===== src/rtl/tlc_input_conditioner.sv =====
// tlc_input_conditioner: synchronises and debounces two vehicle sensors
// and divides the system clock down to a one-cycle enable tick.
module tlc_input_conditioner #(
   parameter int DEB_CYCLES = 16,
   parameter int TICK_DIV   = 50000000
) (
   input  logic clk,
   input  logic reset,
   input  logic run,
   input  logic sensor1_raw,
   input  logic sensor2_raw,
   output logic sensor1,
   output logic sensor2,
   output logic sensor1_rise,
   output logic sensor2_rise,
   output logic ena
);
   localparam int DW = $clog2(DEB_CYCLES);
   localparam int TW = $clog2(TICK_DIV);
   localparam logic [DW-1:0] DMAX = DW'(DEB_CYCLES - 1);
   localparam logic [TW-1:0] TMAX = TW'(TICK_DIV - 1);
   logic [1:0] raw, meta, sync, deb, rise;
   logic [DW-1:0] cnt [2];
   logic [TW-1:0] tcnt;
   assign raw = {sensor2_raw, sensor1_raw};
   assign sensor1 = deb[0];
   assign sensor2 = deb[1];
   assign sensor1_rise = rise[0];
   assign sensor2_rise = rise[1];
   // rise is registered alongside deb so it lines up with the first cycle deb reads 1
   always_ff @(posedge clk) begin
      for (int i = 0; i < 2; i++) begin
         if (reset) begin
            meta[i] <= 1'b0;
            sync[i] <= 1'b0;
            deb[i]  <= 1'b0;
            rise[i] <= 1'b0;
            cnt[i]  <= '0;
         end else begin
            meta[i] <= raw[i];
            sync[i] <= meta[i];
            if (sync[i] == deb[i]) begin
               cnt[i]  <= '0;
               rise[i] <= 1'b0;
            end else if (cnt[i] == DMAX) begin
               cnt[i]  <= '0;
               deb[i]  <= sync[i];
               rise[i] <= sync[i];
            end else begin
               cnt[i]  <= cnt[i] + 1'b1;
               rise[i] <= 1'b0;
            end
         end
      end
   end
   always_ff @(posedge clk) begin
      if (reset) begin
         tcnt <= '0;
         ena  <= 1'b0;
      end else if (run) begin
         tcnt <= (tcnt == TMAX) ? '0 : tcnt + 1'b1;
         ena  <= (tcnt == TMAX);
      end else begin
         ena  <= 1'b0;
      end
   end
endmodule

===== config.mk =====
export PLATFORM = sky130hd
export DESIGN_NAME = tlc_input_conditioner
export DESIGN_NICKNAME = d
export VERILOG_FILES = /design/src/rtl/tlc_input_conditioner.sv
export SDC_FILE = /design/constraint.sdc
export NUM_CORES = 1
export LEC_CHECK = 0
export BUFFER_PORTS_ARGS = -buffer_cell sky130_fd_sc_hd__clkbuf_2
export CAP_MARGIN = 40
export CORE_MARGIN = 4
export CORE_UTILIZATION = 25
export DETAILED_ROUTE_END_ITERATION = 8
export PLACE_DENSITY = 0.46
export REMOVE_ABC_BUFFERS = 1
export SLEW_MARGIN = 0
export SYNTH_ARGS = -nofsm -noshare
export SYNTH_HDL_FRONTEND = slang
export SYNTH_SLANG_ARGS = --single-unit

===== constraint.sdc =====
create_clock -name clk -period 2.19 [get_ports clk]
set_input_delay 0.1095 -clock clk [delete_from_list [all_inputs] [get_ports clk]]
set_output_delay 0.1095 -clock clk [all_outputs]
set_load 0.01 [all_outputs]

==> results.yml <==
routing:
  vias: 1564
  wl_per_cell_microns: 11.7
  firstDrtPassIters: 4
  drc: 0
  ant_nets: 0
  wirelength_microns: 3920
  vias_per_cell: 4.68
  drt_iter0_markers: 58
worst_setup_path:
  slowest_delay_ns: 0.57
  path_cells: "ha_1 -> nand4_1 -> or4_4 -> or4_1 -> a21oi_1"
  worstSetupStartpointType: "flop"
  cp-endpoint: "tcnt[22]$_SDFFE_PP0P_"
  crit_slowest_cell: "or4_4"
  timing.rr.start: "tcnt[1]$_SDFFE_PP0P_"
  arrival_ns: 2.22
  path_max_fanout: 7
  critical_path_class: "flop to flop"
  r2r_cells: 5
  r2r_slack_ns: 0.20
  r2r-end: "tcnt[22]$_SDFFE_PP0P_"
  endpoint_kind: "flop"
  crit_start: "tcnt[1]$_SDFFE_PP0P_"
  cp.required_ns: 2.42
sta:
  rsz0062_at_grt: "no"
  clock_skew_ns: 0.0119
  setup_tns_ns: 0
  finalMaxSlewViolations: 0
  min_period_over_period: 0.908
  min_period_ns: 1.99
  max_freq_mhz: 503
  hold_violations: 0
  setup_violations: 0
clock_network:
  h-tree-depth: 2
  cts_buffers: 5
  cts_root_buf: "clkbuf_8"
  cts_tree: "done"
  clock_latency_ns: 0.30
  cts_setup_buffers: 0
  cts_sinks: 43
  clk_path_buf_depth: 2
  clk_pin_slew_worst_paths_ns: 0.09
global_routing:
  grt_max_degree: 16
  use_met2: 0.145
  grtUsageMet3: 0.0237
  grtUsageMet1: 0.118
  antenna_found_initial: 0
  grt-busiest-layer: "met2"
  grt_usage: 0.0921
  grt_pass1_wl_microns: 7260
  grt_overflow: 0
  grt_pass1_vias: 1506
synth:
  synth.avg_cell_area_sq_um: 9.51
  ys_seq_area_frac: 0.474
  syn_area_sq_mm: 0.00199
  synthCells: 209
  ys_dominant_reg_cell: "dfxtp_1"
  synth_edf_count: 8
  synth-seq-cells: 43
  async_reset_ff_frac: 0
  synthDistinctLibCells: 39
  yosysWarnings: 0
final_layout:
  final.fill_count: 789
  finalInstanceArea_sq_mm: 0.00234
  syn2layout_area_growth_pct: 17.6
  diodes: 0
  final_layout_size_suffix_gt1_frac: 0.151
  finalNonFillerCells: 334
  num-nets-final: 240
status:
  run_status: "finished, final reports clean"
floorplanning:
  chipHeight_microns: 97.2
  core_area_sq_mm: 0.00773
  dieArea_sq_mm: 0.00944
  start_util: 0.257
  rows: 32
  chipWidth_microns: 97.2
  io_pins: 10
power:
  power.density_mw_per_mm2: 655
  p_int_mw: 1.19
  ir_drop_uv: 222
  switching_share: 0.222
  p_comb_frac: 0.038
  pwr-share-clk: 0.420
  p_leak_nw: 0.775
  switchingPower_uw: 340
  p_seq_frac: 0.541
placement:
  dpl-instance-area_sq_mm: 0.00222
  hpwl_microns: 2840
  placed_cells: 326
  port_buffers: 9
  place_congestion: 0.762
job:
  cap_violations: 0
hold_path:
  holdCritPathClass: "primary input to flop"
-- what timing repair did --
item / in CTS / in global routing
hold buffers: 0 / 0
resized for setup: 0 / 1
endpoints found under the setup margin: 0 / 1
-- cells in the mapped netlist, types with 2 or more instances --
| cell type | instances | area share |
|---|---|---|
| or4_4 | 2 | 0.011 |
| buf_4 | 2 | 0.0076 |
| o21ai_0 | 5 | 0.013 |
| nor2b_1 | 4 | 0.013 |
| clkbuf_1 | 3 | 0.0057 |
| ha_1 | 4 | 0.025 |
| nand4_1 | 12 | 0.038 |
| nor3_1 | 7 | 0.018 |
| edfxtp_1 | 8 | 0.12 |
| xor2_1 | 9 | 0.040 |
| o31ai_1 | 7 | 0.026 |
| and3_1 | 3 | 0.0094 |
| nor2_1 | 23 | 0.043 |
| a21oi_1 | 12 | 0.030 |
| nand2_1 | 16 | 0.030 |
| mux2i_1 | 3 | 0.015 |
| nor4b_1 | 2 | 0.0088 |
| or4_1 | 10 | 0.038 |
| dfxtp_1 | 35 | 0.35 |
| nand3_1 | 8 | 0.020 |
| or3_1 | 7 | 0.022 |
| inv_1 | 2 | 0.0038 |
| xnor2_1 | 9 | 0.040 |
-- routing by layer --
| layer | up-vias | part of all wire |
|---|---|---|
| met5 | - | 0 |
| met4 | 0 | 0.011 |
| met3 | 6 | 0.036 |
| met2 | 23 | 0.46 |
| met1 | 727 | 0.50 |
| li1 | 808 | - |
-- power groups by stage --
stage | registers (mW) | logic, mW | clock network (mW)
floorplan | 0.847 | 0.0298 | 0
global placement | 0.848 | 0.0599 | 0
detailed placement | 0.848 | 0.0597 | 0
CTS | 0.829 | 0.0602 | 0.663
global route | 0.831 | 0.0682 | 0.695
finish | 0.829 | 0.0589 | 0.643
-- worst min path at each step --
stage	start	to	cells after the start
CTS	sensor1_raw	meta[0]$_SDFF_PP0_	2
global placement	sensor1_raw	meta[0]$_SDFF_PP0_	2
detailed placement	sensor1_raw	meta[0]$_SDFF_PP0_	2
finish	sensor1_raw	meta[0]$_SDFF_PP0_	2
floorplan	reset	tcnt[6]$_SDFFE_PP0P_	1
global route	sensor2_raw	meta[1]$_SDFF_PP0_	2
-- critical path: cells and delay by family, from the launching register on --
| kind | cells | cell delay, ns |
|---|---|---|
| AND/OR/NAND/NOR | 3 | 1.15 |
| AO/OA/AOI/OAI | 1 | 0.14 |
| adder cells (fa/ha/maj) | 1 | 0.22 |
| flip-flops | 1 | 0.42 |
-- layout by cell type (no fill, tap or decap), drive strengths merged --
master,instances
nand4,12
and3,3
clkbuf,14
nor2,23
nor4,1
a21oi,13
and4,2
buf,7
clkinv,1
nor2b,4
or2,1
inv,3
dfxtp,35
nor4b,2
mux2i,3
nand2,16
xor2,9
edfxtp,8
o21ai,5
a31o,1
nand3,10
bufinv,1
o31ai,7
o41ai,1
or4,13
xnor2,9
nor3,7
ha,4
or4b,2
or3,7
conb,8
-- registers in the layout (all words and copies together), names as in the netlist --
name and count:
tcnt 26, meta 2, cnt 8, deb 2, ena 1, rise 2, sync 2
-- stage by stage --
step | util | power [mW] | hold slack [ns] | setup WS, ns
final | 0.302 | 1.53 | 0.0145 | 0.201
after global routing | 0.302 | 1.59 | 0.0295 | 0.0793
after CTS | 0.302 | 1.55 | 0.0104 | 0.124
after detailed placement | 0.287 | 0.907 | 0.326 | 0.143
after global placement | 0.287 | 0.908 | 0.317 | 0.217
after floorplan | - | 0.877 | 0.179 | 0.279
-- logic make-up after synthesis --
logic type | synth area share
xor+xnor | 0.0793
fa+ha+maj | 0.0252
simple gates | 0.295
mux | 0.0151
flops | 0.474
buf+inv | 0.0271
compound gates | 0.0825
other cells | 0.00189
-- cell type report --
class / count / area, sq um / share of cell area
multi-input cells: 163 / 1020 / 0.437
flip-flops and latches: 43 / 941 / 0.403
well taps: 102 / 128 / 0.0546
repair buffers: 16 / 123 / 0.0525
clock buffers: 5 / 68.8 / 0.0294
clock inverters: 3 / 47.5 / 0.0203
inverters: 2 / 7.51 / 0.00321
No activity file was read; power rests on OpenSTA's default activity.
